===== src/rtl/cnu_min_serial.sv =====
// cnu_min_serial: serial check-node min finder.
// Accepts one variable-to-check message per accepted beat and tracks the
// smallest value (min1), second smallest value (min2) and the 0-based beat
// position of min1 over a row of 2..CN_DEGREE beats. The row degree is
// latched on the first beat of each row and clamped into [2, CN_DEGREE].
// Optional feature macro: CNU_SIGN_EN. When it is defined, the message MSB
// is a sign bit. Only the magnitude is compared, and out_sign carries the
// XOR of all signs in the row. When it is undefined, the whole message is
// compared as an unsigned value and out_sign stays 0.
module cnu_min_serial #(
  parameter  int QUAN_SIZE = 4,
  parameter  int CN_DEGREE = 8,
  localparam int IDX_W     = $clog2(CN_DEGREE)
) (
  input  logic                 sys_clk,
  input  logic                 rstn,
  input  logic [IDX_W:0]       cfg_degree,
  input  logic                 in_valid,
  output logic                 in_ready,
  input  logic [QUAN_SIZE-1:0] in_msg,
  output logic                 out_valid,
  input  logic                 out_ready,
  output logic [QUAN_SIZE-1:0] out_min1,
  output logic [QUAN_SIZE-1:0] out_min2,
  output logic [IDX_W-1:0]     out_min_idx,
  output logic                 out_sign
);

  localparam logic [IDX_W:0] DEG_ONE = (IDX_W+1)'(1);
  localparam logic [IDX_W:0] DEG_MIN = (IDX_W+1)'(2);
  localparam logic [IDX_W:0] DEG_MAX = (IDX_W+1)'(CN_DEGREE);
  localparam logic [IDX_W-1:0] CNT_ONE = IDX_W'(1);

`ifdef CNU_SIGN_EN
  localparam logic [QUAN_SIZE-1:0] MIN2_INIT = {1'b0, {(QUAN_SIZE-1){1'b1}}};
`else
  localparam logic [QUAN_SIZE-1:0] MIN2_INIT = '1;
`endif

  typedef enum logic [1:0] {
    IDLE = 2'd0,
    ACC  = 2'd1,
    HOLD = 2'd2
  } state_t;

  state_t               state;

  logic [QUAN_SIZE-1:0] min1_q;
  logic [QUAN_SIZE-1:0] min2_q;
  logic [IDX_W-1:0]     idx_q;
  logic [IDX_W-1:0]     cnt_q;
  logic [IDX_W:0]       deg_q;
  logic                 sign_q;

  logic                 out_valid_q;
  logic [QUAN_SIZE-1:0] out_min1_q;
  logic [QUAN_SIZE-1:0] out_min2_q;
  logic [IDX_W-1:0]     out_idx_q;
  logic                 out_sign_q;

  logic [QUAN_SIZE-1:0] msg_mag;
  logic                 msg_sign;
  logic [IDX_W:0]       deg_clamped;
  logic [QUAN_SIZE-1:0] nxt_min1;
  logic [QUAN_SIZE-1:0] nxt_min2;
  logic [IDX_W-1:0]     nxt_idx;
  logic                 nxt_sign;
  logic                 last_beat;

  // Split the incoming message into the compared value and its sign bit.
  always_comb begin
`ifdef CNU_SIGN_EN
    msg_mag  = {1'b0, in_msg[QUAN_SIZE-2:0]};
    msg_sign = in_msg[QUAN_SIZE-1];
`else
    msg_mag  = in_msg;
    msg_sign = 1'b0;
`endif
  end

  // Clamp the requested row degree into the supported range.
  always_comb begin
    deg_clamped = cfg_degree;
    if (cfg_degree < DEG_MIN) begin
      deg_clamped = DEG_MIN;
    end else if (cfg_degree > DEG_MAX) begin
      deg_clamped = DEG_MAX;
    end
  end

  // Fold the current beat into the running minima. Strict compares keep the earliest index on ties.
  always_comb begin
    nxt_min1 = min1_q;
    nxt_min2 = min2_q;
    nxt_idx  = idx_q;
    if (msg_mag < min1_q) begin
      nxt_min2 = min1_q;
      nxt_min1 = msg_mag;
      nxt_idx  = cnt_q;
    end else if (msg_mag < min2_q) begin
      nxt_min2 = msg_mag;
    end
    nxt_sign  = sign_q ^ msg_sign;
    last_beat = ({1'b0, cnt_q} == (deg_q - DEG_ONE));
  end

  // Accept input while collecting a row, or in HOLD once the held result is being taken.
  always_comb begin
    in_ready = 1'b0;
    unique case (state)
      IDLE:    in_ready = 1'b1;
      ACC:     in_ready = 1'b1;
      HOLD:    in_ready = out_ready;
      default: in_ready = 1'b0;
    endcase
    in_ready = in_ready & rstn;
  end

  // Row FSM: accumulate the beats, then publish the result on entry to HOLD and hold it until it is accepted.
  always_ff @(posedge sys_clk or negedge rstn) begin
    if (!rstn) begin
      state       <= IDLE;
      min1_q      <= '0;
      min2_q      <= '0;
      idx_q       <= '0;
      cnt_q       <= '0;
      deg_q       <= DEG_MIN;
      sign_q      <= 1'b0;
      out_valid_q <= 1'b0;
      out_min1_q  <= '0;
      out_min2_q  <= '0;
      out_idx_q   <= '0;
      out_sign_q  <= 1'b0;
    end else begin
      unique case (state)
        IDLE: begin
          if (in_valid) begin
            min1_q <= msg_mag;
            min2_q <= MIN2_INIT;
            idx_q  <= '0;
            cnt_q  <= CNT_ONE;
            deg_q  <= deg_clamped;
            sign_q <= msg_sign;
            state  <= ACC;
          end
        end
        ACC: begin
          if (in_valid) begin
            min1_q <= nxt_min1;
            min2_q <= nxt_min2;
            idx_q  <= nxt_idx;
            sign_q <= nxt_sign;
            cnt_q  <= cnt_q + CNT_ONE;
            if (last_beat) begin
              out_valid_q <= 1'b1;
              out_min1_q  <= nxt_min1;
              out_min2_q  <= nxt_min2;
              out_idx_q   <= nxt_idx;
              out_sign_q  <= nxt_sign;
              state       <= HOLD;
            end
          end
        end
        HOLD: begin
          if (out_ready) begin
            out_valid_q <= 1'b0;
            if (in_valid) begin
              min1_q <= msg_mag;
              min2_q <= MIN2_INIT;
              idx_q  <= '0;
              cnt_q  <= CNT_ONE;
              deg_q  <= deg_clamped;
              sign_q <= msg_sign;
              state  <= ACC;
            end else begin
              state  <= IDLE;
            end
          end
        end
        default: begin
          out_valid_q <= 1'b0;
          state       <= IDLE;
        end
      endcase
    end
  end

  assign out_valid   = out_valid_q;
  assign out_min1    = out_min1_q;
  assign out_min2    = out_min2_q;
  assign out_min_idx = out_idx_q;
  assign out_sign    = out_sign_q;

endmodule


===== config.mk =====
export PLATFORM = sky130hd
export DESIGN_NAME = cnu_min_serial
export DESIGN_NICKNAME = d
export VERILOG_FILES = /design/src/rtl/cnu_min_serial.sv
export SDC_FILE = /design/constraint.sdc
export NUM_CORES = 1
export LEC_CHECK = 0
export ABC_CLOCK_PERIOD_IN_PS = 3500
export BUFFER_PORTS_ARGS = -buffer_cell sky130_fd_sc_hd__buf_2
export CAP_MARGIN = 20
export CORE_UTILIZATION = 60
export DETAILED_ROUTE_END_ITERATION = 10
export GPL_TIMING_DRIVEN = 0
export MAX_ROUTING_LAYER = met4
export PLACE_DENSITY = 0.85
export SLEW_MARGIN = 0
export SYNTH_ARGS = -nofsm -noshare
export SYNTH_HDL_FRONTEND = slang
export SYNTH_SLANG_ARGS = --single-unit

===== constraint.sdc =====
create_clock -name sys_clk -period 3.5 [get_ports sys_clk]
set_clock_uncertainty 0.05 [all_clocks]
set_input_delay 0.525 -clock sys_clk [delete_from_list [all_inputs] [get_ports sys_clk]]
set_output_delay 0.525 -clock sys_clk [all_outputs]
set_load 0.03 [all_outputs]

==> results_dict.tcl, run 1 <==
set metrics [dict create \
    gp_congestion 0.807 \
    drive_gt1_share_pct 32.0 \
    start_util_pct 64.4 \
    synth_seq_cells 32 \
    dp_hpwl_um 2720 \
    dr.pass1.iters 4 \
    critical_path_peak_fanout 9 \
    vias 1380 \
    post_cts_buffers 0 \
    status "complete, no violations" \
    antenna_found_initial 0 \
    worst_slack_ps 1100 \
    holdCritPathClass "in -> async" \
    synth_seq_area_share_pct 44.8 \
    drtIter0Drc 71 \
    syn-num-nets 182 \
    ys_dominant_reg_cell "dfrtp_1" \
    core_mm2 0.00278 \
    cts_sinks 32 \
    die_h_um 56.6 \
    grt-ovfl-total 0 \
    max_stage_delay_ps 570 \
    start_kind "flip-flop" \
    drc 0 \
    cts_tree "done" \
    cts_buffer_depth 2 \
    p_leak_uw 0.00101 \
    diodes 0 \
    synth.avg_cell_area_um2 11.1 \
    grt_pass1_wl_um 6130 \
    postCtsHoldBufs 0 \
    drv_slew 0 \
    numCtsBuffers 5 \
    yosys.cell_types.count 43 \
    period_minus_slack_ps 2400 \
    clkLatencyLatePin_ps 340 \
    final_cells 225 \
    area_delta_synth_final_pct 14.2 \
    finalSetupViolCount 0 \
    grt_max_degree 34 \
    required_ps 3680 \
    path_class "reg -> reg" \
    track_usage_pct 26.5 \
    finalHoldViolCount 0 \
    critPathTopFamily "flip-flops" \
    syn-instance-count 162 \
    cts-htree-levels 2 \
    synth_area_mm2 0.00179 \
    tightest_slew_ps 694 \
    maxSlewHeadroom_pct 53.7 \
    pin_count 26 \
    crit_arrival_ps 2570 \
    ant_nets 0 \
    async_flop_share_pct 100 \
    cp-end-kind "flip-flop" \
    ir_drop_mv 0.802 \
    io_buffers 24 \
    pre_cts_ws_ps 959 \
    avgRoutedWirePerCell_um 15.9 \
    cts_resized 0 \
    rsz0062_at_grt "false" \
    first_global_vias 1345 \
    synth_edf_count 0 \
    power_uw 2020 \
    power_density_mw_per_mm2 986 \
    clock.fmax_mhz 417 \
    ctsRootBufferMaster "clkbuf_4" \
    viasPerCell 6.13 \
    ys_warn_count 0 \
    finalNetCount 213 \
    clkTransAtPathRegs_ps 100 \
    slowest_stage "dfstp_2" \
    wl_um 3590 \
    place_inst 217 \
    dieWidth_um 56.6 \
    post-route-period-util_pct 68.5 \
    crit_chain "inv_1 -> ha_1 -> xor2_1 -> a211o_1 -> nor3_4 -> mux2_2" \
    setup_tns_ps 0 \
    fp-row-count 19 \
    path_buf_inv 1 \
    die_area_mm2 0.00321 \
    maxCapViolations 0 \
]
placed cells by master, fill, tap and decap left out, drive strengths merged, types with 2 or more instances in the layout:
cell type,synthesis,routed
a21o,3,3
nand2b,3,3
mux2i,7,7
xnor2,3,3
a211oi,8,8
nor3,2,2
mux2,17,17
nand2,8,8
ha,8,8
buf,2,26
inv,15,15
o31ai,5,5
dfrtp,31,31
a22o,4,4
o21ai,8,8
o211ai,2,2
nor2,10,10
clkbuf,1,8
a21oi,5,5
o32ai,2,2
or2,2,2
cell usage after synthesis, types with 2 or more instances:
library cell / number / area share (%)
dfrtp_1: 31 / 43
mux2_2: 17 / 11
inv_1: 15 / 3.1
nor2_1: 10 / 2.1
ha_1: 8 / 5.6
nand2_1: 8 / 1.7
mux2i_1: 7 / 3.9
a211oi_1: 6 / 2.5
o21ai_0: 6 / 1.7
a21oi_1: 5 / 1.4
o31ai_1: 5 / 2.1
a22o_1: 4 / 2.0
a21o_1: 3 / 1.3
xnor2_1: 3 / 1.5
a211oi_2: 2 / 1.4
nand2b_1: 2 / 0.70
o211ai_1: 2 / 0.84
o32ai_1: 2 / 0.98
or2_2: 2 / 0.70
worst reg2reg max path: stages (launching register included):
cell,delay [ps]
dfstp_2,570
inv_1,60
ha_1,190
xor2_1,180
a211o_1,360
nor3_4,470
mux2_2,400
cell families (layout without fill, tap and decap cells):
logic type | after synthesis | after routing | share of synthesized area (%)
AOI/OAI and AO/OA | 45 | 45 | 18.7
DFF | 32 | 32 | 44.8
and+or+nand+nor | 30 | 30 | 9.50
muxes | 24 | 24 | 14.6
buffers and inverters | 18 | 50 | 4.61
adders and majority gates | 8 | 8 | 5.59
xor gates and xnor gates | 4 | 4 | 1.96
other | 1 | 1 | 0.209
through the flow:
| step | instance area, um^2 | hold WS (ps) | utilization [%] |
|---|---|---|---|
| final | 2040 | 168 | 73.5 |
| after global routing | 2040 | 230 | 73.5 |
| after CTS | 2040 | 184 | 73.5 |
| after detailed placement | 1950 | 409 | 70.1 |
| after global placement | 1950 | 406 | 70.1 |
| after floorplan | 1790 | 179 | - |
sequential cells by signal, indices dropped and copies added, names as in the netlist:
| name | cells |
|---|---|
| out_min1 | 4 |
| deg_q | 4 |
| cnt_q | 3 |
| out_min2 | 4 |
| min1_q | 4 |
| out_valid | 1 |
| idx_q | 3 |
| min2_q | 4 |
| out_min_idx | 3 |
| state | 2 |
report_power, final:
| group | total, uW | switching [uW] | internal, uW | leakage [uW] |
|---|---|---|---|---|
| logic | 1020 | 582 | 441 | 0.000571 |
| clock network | 315 | 125 | 190 | 0.0000515 |
| registers | 678 | 137 | 541 | 0.000390 |
final cells by class:
cell class                      count  area [um^2]
Buffer                              3         26.3
Sequential cell                    32          802
Timing Repair Buffer               24          120
Inverter                           15         56.3
Clock inverter                      1         30.0
Tap cell                           31         38.8
Multi-Input combinational cell    112          906
Clock buffer                        7         65.1
Fill cell                         202          737
final timing paths:
kind	start	endpoint	slack, ps	cells past startpoint
max in group asynchronous	rstn	out_min1[1]$_DFFE_PN0P_	2780	1
max	deg_q[1]$_DFFE_PN1P_	out_min_idx[2]$_DFFE_PN0P_	1100	6
min reg2reg	out_valid$_DFFE_PN0P_	out_valid$_DFFE_PN0P_	420	2
min	rstn	state[0]$_DFFE_PN0P_	170	1
min in group sys_clk	cfg_degree[0]	deg_q[0]$_DFFE_PN0P_	410	3
max reg2reg	deg_q[1]$_DFFE_PN1P_	out_min_idx[2]$_DFFE_PN0P_	1100	6
per-layer routing:
metal  part of all wire (%)  vias up  GRT usage, %  routed length, um
li1                       -      659             -                  -
met4                    3.5        0          15.7                124
met5                      0        -             -                  0
met1                     42      654          30.5               1490
met3                    6.5       16          8.29                235
met2                     48       51          40.7               1730
Note: power is estimated with default switching activity, not from simulation.
==> run 2, diff against run 1 <==
ABC_CLOCK_PERIOD_IN_PS = 2500   (was 3500)
CORE_UTILIZATION = 56   (was 60)
PLACE_DENSITY = 0.8   (was 0.85)
clock period = 2.5 ns   (was 3.5 ns; I/O delays follow)
==> run 2 against run 1 <==
  * First-iteration DRC count grew 17%
  * Register-to-register slack lost 1000 ps
  * Sequential power grew 39%
  * Hold slack lost 160 ps
  * Largest power group unchanged
==> results_dict.tcl, run 2 (synthesis results as in run 1) <==
set metrics [dict create \
    status "complete, no violations" \
    dieWidth_um 58.5 \
    antenna_found_initial 0 \
    reg2reg_setup_slack_ps 100 \
    finalHoldViolCount 0 \
    path_depth 6 \
    rr_worst_depth 6 \
    grt-ovfl-total 0 \
    cts_tree "done" \
    numCtsBuffers 5 \
    cts_buffer_depth 2 \
    period_minus_slack_ps 2400 \
    dr.pass1.iters 4 \
    crit_chain "inv_1 -> ha_1 -> xnor2_1 -> a211o_1 -> nor3_4 -> mux2_2" \
    maxSlewHeadroom_pct 53.3 \
    critPathTopFamily "flip-flops" \
    max_stage_delay_ps 570 \
    pin_count 26 \
    start_util_pct 58.6 \
    dp_hpwl_um 2620 \
    diodes 0 \
    die_h_um 58.5 \
    p_leak_uw 0.00101 \
    post_cts_buffers 0 \
    io_buffers 24 \
    viasPerCell 5.67 \
    clkTransAtPathRegs_ps 110 \
    final_common_cell "dfrtp_1" \
    path_buf_inv 1 \
    ir_drop_mv 0.677 \
    cts_sinks 32 \
    drive_gt1_share_pct 32.0 \
    die_area_mm2 0.00343 \
    postCtsHoldBufs 0 \
    gp_congestion 0.776 \
    clock.fmax_mhz 417 \
    vias 1349 \
    fillers 253 \
    power_density_mw_per_mm2 1370 \
    power_uw 2830 \
    drc 0 \
    rsz0062_at_grt "false" \
    fp-row-count 20 \
    area_delta_synth_final_pct 15.1 \
    first_global_vias 1299 \
    maxCapViolations 0 \
    start_kind "flip-flop" \
    path_class "reg -> reg" \
    slowest_stage "dfstp_2" \
    ctsRootBufferMaster "clkbuf_4" \
    final_cell_mix "31 x dfrtp_1, 25 x buf_2, 17 x mux2_2" \
    hold-worst-slack_ps 6.50 \
    drtIter0Drc 83 \
    post-route-period-util_pct 96.0 \
    clkLatencyLatePin_ps 350 \
    holdCritPathClass "in -> async" \
    cts-htree-levels 2 \
    wl_um 3580 \
    grt_max_degree 34 \
    grt_pass1_wl_um 6000 \
    tightest_slew_ps 700 \
    avgRoutedWirePerCell_um 15.0 \
    track_usage_pct 24.5 \
    cp-end-kind "flip-flop" \
    critical_path_peak_fanout 9 \
    cts_resized 0 \
    drv_slew 0 \
    finalSetupViolCount 0 \
    finalNetCount 213 \
    core_mm2 0.00305 \
    crit_arrival_ps 2580 \
    ant_nets 0 \
    setup_tns_ps 0 \
    required_ps 2690 \
]
-- run 2: cell counts in the layout (fill, tap and decap cells not counted) --
Identical to the previous run, type by type.
-- run 2: final cells by class --
class                      instances  area (um^2)  area share, %
multi-input combinational        112          906           44.0
clock inverter                     1         30.0           1.46
clock buffer                       7         65.1           3.16
buffer                             3         26.3           1.28
inverter                          15         56.3           2.73
timing repair buffer              24          120           5.83
sequential                        32          802           38.9
tap                               44         55.1           2.67
-- run 2: final timing paths --
path,from,to
hold / removal,rstn,deg_q[0]$_DFFE_PN0P_
setup reg to reg,deg_q[1]$_DFFE_PN1P_,out_min_idx[1]$_DFFE_PN0P_
hold reg to reg,out_valid$_DFFE_PN0P_,out_valid$_DFFE_PN0P_
max in group asynchronous,rstn,min1_q[0]$_DFFE_PN0P_
setup / recovery,deg_q[1]$_DFFE_PN1P_,out_min_idx[1]$_DFFE_PN0P_
min in group sys_clk,cfg_degree[3],deg_q[3]$_DFFE_PN0P_
-- run 2: through the flow --
stage               setup slack [ps]  area [um^2]  cells  util [%]
finish                           100         2060    238      67.5
global route                    1.28         2060    238      67.5
CTS                              101         2060    238      67.5
detailed placement               117         1970    230      64.4
global placement                 138         1970    230      64.4
floorplan                        345         1790    162         -
-- run 2: metal layers --
metal | part of all wire [%] | GRT usage [%] | vias up
met5 | 0 | - | -
met4 | 1.6 | 10.2 | 0
met3 | 4.4 | 6.15 | 9
met2 | 49 | 39.2 | 35
met1 | 45 | 29.7 | 655
li1 | - | - | 650
-- run 2: where the power goes --
group          internal (uW)  total (uW)  switching (uW)
sequential               757         944             187
clock                    265         454             189
combinational            619        1430             814
==> run 3, diff against run 2 <==
CAP_MARGIN = default   (was 20)
CELL_PAD_IN_SITES_DETAIL_PLACEMENT = 0   (was default)
CELL_PAD_IN_SITES_GLOBAL_PLACEMENT = 1   (was default)
CORE_UTILIZATION = 44   (was 56)
==> run 3 against run 2 <==
  * Highest routed layer unchanged
  * Fmax grew 1.1%
  * Largest cell class unchanged
  * Largest power group unchanged
  * First-iteration DRC count decreased by 27%
  * Sequential cell count unchanged
==> results_dict.tcl, run 3 (synthesis results as in run 1) <==
set metrics [dict create \
    p_int_uw 1730 \
    finalNetCount 213 \
    start_kind "flip-flop" \
    status "complete, no violations" \
    drv_slew 0 \
    area_delta_synth_final_pct 17.3 \
    final_common_cell "dfrtp_1" \
    hold-worst-slack_ps 89.8 \
    maxCapViolations 0 \
    io_buffers 24 \
    crit_arrival_ps 2480 \
    finalSetupViolCount 0 \
    dieWidth_um 65.8 \
    grt_max_degree 34 \
    ir_drop_mv 0.689 \
    drtIter0Drc 61 \
    track_usage_pct 19.9 \
    pin_count 26 \
    cts-htree-levels 2 \
    setup_tns_ps 0 \
    finish.utilization_pct 55.7 \
    dr.pass1.iters 4 \
    clock.fmax_mhz 421 \
    antenna_found_initial 0 \
    diodes 0 \
    dp_hpwl_um 2600 \
    die_area_mm2 0.00433 \
    first_global_vias 1263 \
    p_leak_uw 0.00103 \
    rsz0062_at_grt "false" \
    cts_buffer_depth 2 \
    avgRoutedWirePerCell_um 14.6 \
    drc 0 \
    final_cells 242 \
    path_class "reg -> reg" \
    ctsRootBufferMaster "clkbuf_8" \
    power_uw 2910 \
    finalHoldViolCount 0 \
    cts_tree "done" \
    maxSlewHeadroom_pct 53.2 \
    gp_congestion 0.816 \
    tightest_slew_ps 702 \
    holdCritPathClass "in -> async" \
    required_ps 2610 \
    core_mm2 0.00377 \
    reg2reg_setup_slack_ps 130 \
    grt-ovfl-total 0 \
    start_util_pct 47.5 \
    cts_sinks 32 \
    power_density_mw_per_mm2 1390 \
    numCtsBuffers 5 \
    power_switching_uw 1180 \
    cp-end-kind "flip-flop" \
    die_h_um 65.8 \
    wl_um 3540 \
    clockPowerShare_pct 18.4 \
    fp-row-count 22 \
    postCtsHoldBufs 0 \
    viasPerCell 5.43 \
    grt_pass1_wl_um 6290 \
    vias 1314 \
    p_comb_share_pct 49.3 \
    place_inst 234 \
    clkLatencyLatePin_ps 280 \
    drive_gt1_share_pct 32.5 \
    clkTransAtPathRegs_ps 70 \
    seqPwrFrac_pct 32.3 \
    period_minus_slack_ps 2370 \
    critical_path_peak_fanout 9 \
    ant_nets 0 \
    post-route-period-util_pct 94.9 \
    p_sw_share_pct 40.6 \
    final_cell_mix "31 x dfrtp_1, 25 x buf_2, 17 x mux2_2" \
]
[run 3: cell types whose count changed in the layout (fill, tap and decap cells not counted)]
cell      delta
a21oi_1      -1
a21oi_2      +1
clkbuf_4     -5
clkbuf_8     +5
[run 3: what timing repair did]
| action | 4_1_cts | 5_1_grt |
|---|---|---|
| endpoints found under the setup margin | 0 | 2 |
| gates resized for setup | 0 | 1 |
| buffers inserted | 0 | 0 |
| endpoints found under the hold margin | 0 | 0 |
[run 3: area by class of cell]
class                      count  area, um^2
clock inverter                 1        30.0
timing repair buffer          24         120
sequential                    32         802
multi-input combinational    112         910
tap                           48        60.1
clock buffer                   7        96.3
inverter                      15        56.3
buffer                         3        26.3
fill                         335        1670
[run 3: path summary, 6_finish.rpt]
path	start	endpoint	cells past startpoint
min in group sys_clk	cfg_degree[3]	deg_q[3]$_DFFE_PN0P_	2
min reg2reg	out_valid$_DFFE_PN0P_	out_valid$_DFFE_PN0P_	2
max	deg_q[1]$_DFFE_PN1P_	out_min_idx[0]$_DFFE_PN0P_	6
min	rstn	cnt_q[1]$_DFFE_PN0P_	1
max in group asynchronous	rstn	out_min1[3]$_DFFE_PN0P_	1
max reg2reg	deg_q[1]$_DFFE_PN1P_	out_min_idx[0]$_DFFE_PN0P_	6
[run 3: power groups by stage]
stage	sequential, uW	clock, uW	combinational [uW]
4_1_cts	944	549	1440
3_3_place_gp	933	0	1410
3_5_place_dp	950	0	1430
2_1_floorplan	1080	0	957
6_report	942	536	1440
5_1_grt	983	570	1590
[run 3: routing by layer]
| layer | global-route usage [%] | wire length (um) | vias to the layer above |
|---|---|---|---|
| met5 | - | 0 | - |
| met4 | 5.71 | 28 | 0 |
| met3 | 4.66 | 140 | 4 |
| met2 | 30.0 | 1620 | 28 |
| met1 | 26.7 | 1760 | 635 |
| li1 | - | - | 647 |
[run 3: metrics by stage]
step	worst slack, ps	instance area, um^2
2_1_floorplan	345	1790
3_3_place_gp	113	1970
3_5_place_dp	83.7	1970
4_1_cts	118	2100
5_1_grt	15.3	2100
6_report	127	2100
[run 3: critical path: stages (launching register included)]
cell     delay [ps]
dfstp_2         540
inv_1            50
ha_1            280
xnor2_1         130
a211o_1         330
nor3_4          470
mux2_2          390
